===== src/rtl/mc_ctrl_pkg.sv =====
// Shared state codes, opcodes and control-field encodings for the multi-cycle MIPS controller.
// Also defines the control-word struct that is passed between the FSM and its output decoder.
package mc_ctrl_pkg;

    typedef enum logic [3:0] {
        S_FETCH     = 4'd0,
        S_DECODE    = 4'd1,
        S_MEM_ADDR  = 4'd2,
        S_MEM_READ  = 4'd3,
        S_MEM_WB    = 4'd4,
        S_MEM_WRITE = 4'd5,
        S_EXECUTE   = 4'd6,
        S_ALU_WB    = 4'd7,
        S_BRANCH    = 4'd8,
        S_JUMP      = 4'd9,
        S_ADDI_EXEC = 4'd10,
        S_ADDI_WB   = 4'd11,
        S_HALT      = 4'd12
    } state_t;

    localparam logic [5:0] OP_RTYPE = 6'h00;
    localparam logic [5:0] OP_LW    = 6'h23;
    localparam logic [5:0] OP_SW    = 6'h2B;
    localparam logic [5:0] OP_BEQ   = 6'h04;
    localparam logic [5:0] OP_J     = 6'h02;
    localparam logic [5:0] OP_ADDI  = 6'h08;

    localparam logic [1:0] SRCB_REG     = 2'b00;
    localparam logic [1:0] SRCB_FOUR    = 2'b01;
    localparam logic [1:0] SRCB_IMM     = 2'b10;
    localparam logic [1:0] SRCB_IMM_SH2 = 2'b11;

    localparam logic [1:0] ALUOP_ADD   = 2'b00;
    localparam logic [1:0] ALUOP_SUB   = 2'b01;
    localparam logic [1:0] ALUOP_FUNCT = 2'b10;

    localparam logic [1:0] PCSRC_ALU    = 2'b00;
    localparam logic [1:0] PCSRC_ALUOUT = 2'b01;
    localparam logic [1:0] PCSRC_JUMP   = 2'b10;

    typedef struct packed {
        logic       pc_write;
        logic       pc_write_cond;
        logic       ior_d;
        logic       mem_read;
        logic       mem_write;
        logic       ir_write;
        logic       mem_to_reg;
        logic       reg_dst;
        logic       reg_write;
        logic       alu_src_a;
        logic [1:0] alu_src_b;
        logic [1:0] alu_op;
        logic [1:0] pc_source;
        logic       instr_done;
    } ctrl_t;

    function automatic logic is_known_op(input logic [5:0] op);
        return (op == OP_RTYPE) || (op == OP_LW) || (op == OP_SW) ||
               (op == OP_BEQ) || (op == OP_J) || (op == OP_ADDI);
    endfunction

endpackage


===== src/rtl/mc_ctrl_output_decode.sv =====
// Combinational map from the current FSM state (plus Mem_Ready) to the full datapath control word.
// Only FETCH and MEM_WRITE look at mem_ready; nop_done marks an unknown opcode retiring in DECODE.
module mc_ctrl_output_decode
    import mc_ctrl_pkg::*;
(
    input  state_t state,
    input  logic   mem_ready,
    input  logic   nop_done,
    output ctrl_t  ctrl
);

    always_comb begin
        ctrl = '0;
        case (state)
            S_FETCH: begin
                ctrl.mem_read  = 1'b1;
                ctrl.alu_src_b = SRCB_FOUR;
                ctrl.ir_write  = mem_ready;
                ctrl.pc_write  = mem_ready;
            end
            S_DECODE: begin
                ctrl.alu_src_b  = SRCB_IMM_SH2;
                ctrl.instr_done = nop_done;
            end
            S_MEM_ADDR, S_ADDI_EXEC: begin
                ctrl.alu_src_a = 1'b1;
                ctrl.alu_src_b = SRCB_IMM;
            end
            S_MEM_READ: begin
                ctrl.mem_read = 1'b1;
                ctrl.ior_d    = 1'b1;
            end
            S_MEM_WB: begin
                ctrl.mem_to_reg = 1'b1;
                ctrl.reg_write  = 1'b1;
                ctrl.instr_done = 1'b1;
            end
            S_MEM_WRITE: begin
                ctrl.mem_write  = 1'b1;
                ctrl.ior_d      = 1'b1;
                ctrl.instr_done = mem_ready;
            end
            S_EXECUTE: begin
                ctrl.alu_src_a = 1'b1;
                ctrl.alu_src_b = SRCB_REG;
                ctrl.alu_op    = ALUOP_FUNCT;
            end
            S_ALU_WB: begin
                ctrl.reg_dst    = 1'b1;
                ctrl.reg_write  = 1'b1;
                ctrl.instr_done = 1'b1;
            end
            S_BRANCH: begin
                ctrl.alu_src_a     = 1'b1;
                ctrl.alu_op        = ALUOP_SUB;
                ctrl.pc_write_cond = 1'b1;
                ctrl.pc_source     = PCSRC_ALUOUT;
                ctrl.instr_done    = 1'b1;
            end
            S_JUMP: begin
                ctrl.pc_write   = 1'b1;
                ctrl.pc_source  = PCSRC_JUMP;
                ctrl.instr_done = 1'b1;
            end
            S_ADDI_WB: begin
                ctrl.reg_write  = 1'b1;
                ctrl.instr_done = 1'b1;
            end
            default: ctrl = '0;
        endcase
    end

endmodule


===== src/rtl/multicycle_control_fsm.sv =====
// Main sequencer for the multi-cycle MIPS datapath: state register, next-state logic and control outputs.
// Define MC_CTRL_ILLEGAL_TRAP_EN to trap unknown opcodes in a HALT state with a sticky Illegal_Op flag.
module multicycle_control_fsm
    import mc_ctrl_pkg::*;
(
    input  logic       clk,
    input  logic       reset,
    input  logic [5:0] Opcode,
    input  logic       Mem_Ready,
    output logic       PCWrite,
    output logic       PCWriteCond,
    output logic       IorD,
    output logic       MemRead,
    output logic       MemWrite,
    output logic       IRWrite,
    output logic       MemToReg,
    output logic       RegDst,
    output logic       RegWrite,
    output logic       ALUSrcA,
    output logic [1:0] ALUSrcB,
    output logic [1:0] ALUOp,
    output logic [1:0] PCSource,
    output logic       Instr_Done,
    output logic [3:0] State
`ifdef MC_CTRL_ILLEGAL_TRAP_EN
    ,
    output logic       Illegal_Op
`endif
);

    state_t state_q;
    ctrl_t  ctrl;
    ctrl_t  ctrl_out;
    logic   nop_done;

`ifdef MC_CTRL_ILLEGAL_TRAP_EN
    assign nop_done = 1'b0;
`else
    assign nop_done = (state_q == S_DECODE) && !is_known_op(Opcode);
`endif

    mc_ctrl_output_decode u_output_decode (
        .state     (state_q),
        .mem_ready (Mem_Ready),
        .nop_done  (nop_done),
        .ctrl      (ctrl)
    );

    // Reset forces every strobe low in the same cycle so an abandoned instruction never writes.
    assign ctrl_out    = reset ? '0 : ctrl;
    assign PCWrite     = ctrl_out.pc_write;
    assign PCWriteCond = ctrl_out.pc_write_cond;
    assign IorD        = ctrl_out.ior_d;
    assign MemRead     = ctrl_out.mem_read;
    assign MemWrite    = ctrl_out.mem_write;
    assign IRWrite     = ctrl_out.ir_write;
    assign MemToReg    = ctrl_out.mem_to_reg;
    assign RegDst      = ctrl_out.reg_dst;
    assign RegWrite    = ctrl_out.reg_write;
    assign ALUSrcA     = ctrl_out.alu_src_a;
    assign ALUSrcB     = ctrl_out.alu_src_b;
    assign ALUOp       = ctrl_out.alu_op;
    assign PCSource    = ctrl_out.pc_source;
    assign Instr_Done  = ctrl_out.instr_done;
    assign State       = state_q;

    always_ff @(posedge clk) begin
        if (reset) begin
            state_q <= S_FETCH;
`ifdef MC_CTRL_ILLEGAL_TRAP_EN
            Illegal_Op <= 1'b0;
`endif
        end else begin
            case (state_q)
                S_FETCH:     if (Mem_Ready) state_q <= S_DECODE;
                S_DECODE: begin
                    case (Opcode)
                        OP_LW, OP_SW: state_q <= S_MEM_ADDR;
                        OP_RTYPE:     state_q <= S_EXECUTE;
                        OP_BEQ:       state_q <= S_BRANCH;
                        OP_J:         state_q <= S_JUMP;
                        OP_ADDI:      state_q <= S_ADDI_EXEC;
                        default: begin
`ifdef MC_CTRL_ILLEGAL_TRAP_EN
                            state_q    <= S_HALT;
                            Illegal_Op <= 1'b1;
`else
                            state_q    <= S_FETCH;
`endif
                        end
                    endcase
                end
                S_MEM_ADDR:  state_q <= (Opcode == OP_LW) ? S_MEM_READ : S_MEM_WRITE;
                S_MEM_READ:  if (Mem_Ready) state_q <= S_MEM_WB;
                S_MEM_WRITE: if (Mem_Ready) state_q <= S_FETCH;
                S_EXECUTE:   state_q <= S_ALU_WB;
                S_ADDI_EXEC: state_q <= S_ADDI_WB;
`ifdef MC_CTRL_ILLEGAL_TRAP_EN
                S_HALT:      state_q <= S_HALT;
`endif
                default:     state_q <= S_FETCH;
            endcase
        end
    end

endmodule


===== config.mk =====
export PLATFORM = sky130hd
export DESIGN_NAME = multicycle_control_fsm
export DESIGN_NICKNAME = d
export VERILOG_FILES = /design/src/rtl/mc_ctrl_pkg.sv /design/src/rtl/mc_ctrl_output_decode.sv /design/src/rtl/multicycle_control_fsm.sv
export SDC_FILE = /design/constraint.sdc
export NUM_CORES = 1
export LEC_CHECK = 0
export ABC_AREA = 1
export BUFFER_PORTS_ARGS = -buffer_cell sky130_fd_sc_hd__buf_2
export CAP_MARGIN = 20
export CORE_MARGIN = 10
export CORE_UTILIZATION = 43
export DETAILED_ROUTE_END_ITERATION = 7
export MAX_ROUTING_LAYER = met4
export PLACE_DENSITY = 0.75
export SLEW_MARGIN = 20
export SYNTH_ARGS = -nofsm -noshare
export SYNTH_HDL_FRONTEND = slang
export SYNTH_HIERARCHICAL = 1
export SYNTH_SLANG_ARGS = --single-unit

===== constraint.sdc =====
create_clock -name clk -period 1.6 [get_ports clk]
set_clock_uncertainty 0.2 [all_clocks]
set_input_delay 0.32 -clock clk [delete_from_list [all_inputs] [get_ports clk]]
set_output_delay 0.32 -clock clk [all_outputs]
set_load 0.02 [all_outputs]

==> results of run 1 <==
==> Yosys cell counts, drive strengths merged <==
cell and instances:
a21oi 3, buf 1, clkbuf 2, clkinv 1, dfxtp 4, inv 46
nand2 40, nand3 10, nand3b 1, nor2 45, o211ai 1, o21ai 3
o22ai 2
==> power breakdown <==
| group | leakage, µW | switching, µW | internal, µW |
|---|---|---|---|
| Combinational | 0.000743 | 128 | 89.4 |
| Clock | 0.0000138 | 39.3 | 83.8 |
| Sequential | 0.0000352 | 4.13 | 100 |
==> cell type report <==
cell class / instances / area (µm²)
Clock buffer: 3 / 22.5
Timing Repair Buffer: 54 / 439
Sequential cell: 4 / 92.6
Tap cell: 17 / 21.3
Multi-Input combinational cell: 105 / 646
Fill cell: 109 / 265
Inverter: 47 / 203
==> critical path: cells and delay by family, from the launching register on <==
| family | cells | cell delay [ns] |
|---|---|---|
| DFF | 1 | 0.33 |
| AOI/OAI and AO/OA | 1 | 0.11 |
| buffers and inverters | 4 | 0.30 |
| and+or+nand+nor | 7 | 0.61 |
==> through the flow <==
step                      utilization  instances  setup WS, ns  hold slack [ns]
after floorplan                     -        159        -0.152            0.254
after global placement          0.640        219        -0.308            0.456
after detailed placement        0.640        219        -0.369            0.501
after CTS                       0.746        225        -0.414            0.331
after global routing            0.843        230        -0.563            0.330
final                           0.843        230        -0.502            0.326
==> metal layers <==
metal  global-route usage  wire [µm]  vias up
met5                    -          0        -
met4               0.0955        163        0
met3               0.0305        181       23
met2                0.278       1720       54
met1                0.128       1110      529
li1                     -          -      567
==> timing repair <==
| action | in CTS | in global routing |
|---|---|---|
| hold buffers | 0 | 0 |
| gates resized for setup | 44 | 46 |
| setup endpoints to repair | 17 | 21 |
| pin swaps | 3 | 21 |
| buffers inserted | 3 | 8 |
==> logic make-up (layout without fill, tap and decap cells) <==
group | count (synthesis) | count (layout) | share of synthesized area
AOI/OAI and AO/OA | 9 | 9 | 0.0718
buffers and inverters | 50 | 104 | 0.255
DFF | 4 | 4 | 0.107
and+or+nand+nor | 96 | 96 | 0.566
==> worst paths after layout <==
kind	start	end	slack [ns]	depth (start not counted)
setup / recovery	State[1]$_SDFFE_PP0P_	Instr_Done	-0.50	12
setup reg to reg	State[0]$_SDFFE_PP0P_	State[0]$_SDFFE_PP0P_	0.07	9
hold / removal	Mem_Ready	State[2]$_SDFFE_PP0P_	0.33	4
hold reg to reg	State[0]$_SDFFE_PP0P_	State[2]$_SDFFE_PP0P_	0.47	4
==> placed cells by master (no fill, tap or decap) <==
cell      instances
nand3_1           7
o22ai_2           1
o211ai_1          1
dfxtp_2           1
nor2_1           27
nand2_8           1
o22ai_1           1
buf_4            30
buf_8             1
buf_12            1
nor2_4            9
inv_4             5
nand3_2           3
inv_2            12
a21oi_2           2
nand3b_1          1
o21ai_0           2
nand2_4           7
buf_2            11
clkinv_2          1
clkbuf_4          3
clkinv_8          1
inv_1            28
a21oi_1           1
buf_6            11
dfxtp_4           3
nand2_2          11
nor2_2            9
nand2_1          21
o21ai_2           1
==> flow_metrics.env, run 1 <==
export IMPL_status="complete, but fails checks"
export IMPL_violations="setup timing"
export IMPL_hold_class="input port to register"
export IMPL_syn_cell_area_um2=749
export IMPL_cpPeakStageDelay_ns=0.33
export IMPL_setup_viol=17
export IMPL_drt_iter0_drc=45
export IMPL_arrival_ns=1.58
export IMPL_fin_nets=224
export IMPL_antenna_found_initial=0
export IMPL_synth_avg_cell_area_um2=4.71
export IMPL_required_ns=1.08
export IMPL_relSlewSlack=0.728
export IMPL_grt_ovfl_total=0
export IMPL_ys_top_cells_by_area="nor2_1, inv_1, nand2_1"
export IMPL_path_cells="inv_2 -> nand2_4 -> nor2_4 -> o211ai_1 -> nor2_1 -> nand3_1 -> nand2_1 -> inv_1 -> nand2_1 -> inv_2 -> nor2_4 -> buf_6"
export IMPL_drive_gt1_frac=0.582
export IMPL_postRouteAntennaNets=0
export IMPL_htreeDepth=1
export IMPL_tns_ns=-5.11
export IMPL_hpwl_um=2080
export IMPL_grt_max_degree=19
export IMPL_finalPower_uw=445
export IMPL_die_area_um2=3810
export IMPL_drc=0
export IMPL_fin_area_um2=1420
export IMPL_placed_area_um2=1080
export IMPL_place_congestion=0.884
export IMPL_fp_dieW_um=61.8
export IMPL_cts_sinks=4
export IMPL_diodes=0
export IMPL_start_kind="register"
export IMPL_worstSetupPathType="register to output port"
export IMPL_synth_seq_area_share=0.107
export IMPL_core_rowCount=15
export IMPL_die_h_um=61.8
export IMPL_clk_pin_slew_worst_paths_ns=0.04
export IMPL_period_share=1.31
export IMPL_synth_top_area_share=0.200
export IMPL_cts_path_max_buffers=2
export IMPL_setup_slack_ns=-0.502
export IMPL_largest_register_ffs=4
export IMPL_viasPerCell=5.10
export IMPL_drv_cap=0
export IMPL_hold_viol=0
export IMPL_tightest_slew_ns=0.409
export IMPL_grt_use_total=0.147
export IMPL_final_min_clock_period_ns=2.10
export IMPL_fmax_mhz=476
export IMPL_clockRootBuffer="clkbuf_4"
export IMPL_routedWlPerCell_um=13.8
export IMPL_synth_cells=159
export IMPL_slew_violations=0
export IMPL_synth_cell_types=20
export IMPL_clkLatencyLatePin_ns=0.23
export IMPL_p_per_area_nw_per_um2=312
export IMPL_end_kind="output port"
export IMPL_rsz0062_at_grt="true"
export IMPL_cts_tree="built"
export IMPL_yosys_warnings=6
export IMPL_grt_pass1_vias=1111
export IMPL_dr_pass1_iters=4
export IMPL_vdd_drop_max_mv=0.345
export IMPL_io_buffers=29
export IMPL_initial_utilization=0.444
export IMPL_p_leak_uw=0.000792
export IMPL_synth_largest_area_cell="nor2_1"
export IMPL_grt_pass1_wl_um=4280
export IMPL_ys_ff_latch=4
export IMPL_core_area_um2=1690
export IMPL_worstPathMaxFanout=2
export IMPL_cpMaxStageDelayCell="dfxtp_2"
export IMPL_num_io_pins=30
export IMPL_wl_um=3170
export IMPL_synth_fp_nets=168
export IMPL_num_vias=1173
export IMPL_cts_buffers=3
export IMPL_area_growth_pct=90.0
Note: power is estimated with default switching activity, not from simulation.
==> inputs of run 2 (changes only) <==
==> constraint.sdc (replaced) <==
create_clock -name clk -period 1.6 [get_ports clk]
set_clock_uncertainty 0.2 [all_clocks]
set_input_delay 0.32 -clock clk [delete_from_list [all_inputs] [get_ports clk]]
set_output_delay 0.32 -clock clk [all_outputs]
set_load 0.05 [all_outputs]
==> run 2 against run 1 <==
Compared with the run above:
- the flow still finishes with violations (setup timing)
- sequential share of layout area decreased by 0.19 points
- first-iteration DRC count up 40%
- cell area grew 5.8%
- largest power group unchanged
- final cell count down 1.3%
- routed wire length rose by 17%
- power up 12%
==> flow_metrics.env, run 2 (same netlist as run 1, synthesis figures left out) <==
export IMPL_clockRootBuffer="clkbuf_4"
export IMPL_hold_viol=0
export IMPL_drive_gt1_frac=0.576
export IMPL_grt_max_degree=19
export IMPL_grt_use_total=0.168
export IMPL_violations="setup timing"
export IMPL_diodes=0
export IMPL_antenna_found_initial=0
export IMPL_period_share=1.36
export IMPL_wl_um=3710
export IMPL_status="complete, but fails checks"
export IMPL_core_area_um2=1690
export IMPL_grt_ovfl_total=0
export IMPL_required_ns=1.08
export IMPL_postRouteAntennaNets=0
export IMPL_start_kind="register"
export IMPL_ctsHoldBuffers=0
export IMPL_rsz0062_at_grt="true"
export IMPL_grt_pass1_wl_um=4770
export IMPL_drv_cap=0
export IMPL_cts_sinks=4
export IMPL_final_cell_mix="nand2_1, inv_1, nor2_4"
export IMPL_fmax_mhz=461
export IMPL_cts_tree="built"
export IMPL_crit_end="Instr_Done"
export IMPL_fp_dieW_um=61.8
export IMPL_drc=0
export IMPL_io_buffers=29
export IMPL_finish_utilization=0.892
export IMPL_final_common_cell="nand2_1"
export IMPL_fin_nets=221
export IMPL_end_kind="output port"
export IMPL_slew_violations=0
export IMPL_placed_area_um2=1240
export IMPL_arrival_ns=1.65
export IMPL_num_vias=1208
export IMPL_drt_iter0_drc=63
export IMPL_clk_pin_slew_worst_paths_ns=0.04
export IMPL_rr_endpoint="State[1]$_SDFFE_PP0P_"
export IMPL_grt_pass1_vias=1142
export IMPL_tns_ns=-6.17
export IMPL_clkLatencyLatePin_ns=0.23
export IMPL_crit_start="State[1]$_SDFFE_PP0P_"
export IMPL_area_growth_pct=101
export IMPL_p_leak_uw=0.000761
export IMPL_tightest_slew_ns=0.262
export IMPL_vdd_drop_max_mv=0.495
export IMPL_relSlewSlack=0.826
export IMPL_final_min_clock_period_ns=2.17
export IMPL_initial_utilization=0.444
export IMPL_worstSetupPathType="register to output port"
export IMPL_cts_path_max_buffers=2
export IMPL_setup_viol=17
export IMPL_fin_worst_hold_slack_ns=0.324
export IMPL_setup_slack_ns=-0.569
export IMPL_cts_buffers=3
export IMPL_r2r_cells=10
export IMPL_routedWlPerCell_um=16.3
export IMPL_die_area_um2=3810
export IMPL_place_congestion=0.906
export IMPL_largest_register_ffs=4
export IMPL_regToRegSetupSlack_ns=0.13
export IMPL_htreeDepth=1
export IMPL_hpwl_um=2110
export IMPL_dr_pass1_iters=4
export IMPL_fin_area_um2=1510
export IMPL_core_rowCount=15
export IMPL_worstPathMaxFanout=9
export IMPL_viasPerCell=5.32
export IMPL_hold_class="input port to register"
export IMPL_die_h_um=61.8
export IMPL_num_io_pins=30
export IMPL_r2r_start="State[0]$_SDFFE_PP0P_"
export IMPL_p_per_area_nw_per_um2=331
-- run 2: worst min-delay path by stage --
stage	startpoint	slack (ns)	cells after the start	endpoint
after floorplan	reset	0.25	3	State[1]$_SDFFE_PP0P_
after global placement	State[3]$_SDFFE_PP0P_	0.52	3	State[3]$_SDFFE_PP0P_
after detailed placement	State[3]$_SDFFE_PP0P_	0.52	4	State[2]$_SDFFE_PP0P_
after CTS	Mem_Ready	0.31	4	State[2]$_SDFFE_PP0P_
after global routing	Mem_Ready	0.35	4	State[2]$_SDFFE_PP0P_
final	Mem_Ready	0.32	4	State[2]$_SDFFE_PP0P_
-- run 2: worst max-delay path, stage by stage (launching register included) --
cell      delay [ns]
dfxtp_4         0.35
buf_12          0.15
nand2_1         0.11
clkinv_1        0.15
nand2_1         0.12
nand2_2         0.07
nor2_1          0.13
nand2_1         0.08
inv_2           0.07
nor2_4          0.03
buf_8           0.15
-- run 2: power by group --
group          leakage [µW]  internal (µW)  total, µW  switching (µW)
registers         0.0000355           98.7        105            5.95
logic              0.000712            103        272             169
clock network     0.0000138           83.7        122            38.6
-- run 2: what timing repair did --
| item | 4_1_cts | 5_1_grt |
|---|---|---|
| setup buffers | 2 | 0 |
| pin swaps | 5 | 5 |
| setup endpoints to repair | 17 | 17 |
| gates resized for setup | 50 | 29 |
-- run 2: cell type report --
cell class	count	area, µm²
Inverter	47	194
Multi-Input combinational cell	105	686
Timing Repair Buffer	51	488
Sequential cell	4	95.1
Fill cell	79	183
Tap cell	17	21.3
Clock buffer	3	22.5
-- run 2: metrics by stage --
step / power, µW / std cells / worst slack, ns
floorplan: 256 / 159 / -0.324
global placement: 323 / 222 / -0.381
detailed placement: 329 / 222 / -0.466
CTS: 479 / 227 / -0.424
global route: 534 / 227 / -0.594
finish: 499 / 227 / -0.569
-- run 2: routing by layer --
metal / GRT usage / share of wire / up-vias
met1: 0.159 / 0.33 / 532
met4: 0.108 / 0.089 / 0
li1: - / - / 562
met2: 0.307 / 0.51 / 81
met5: - / 0 / -
met3: 0.0285 / 0.073 / 33
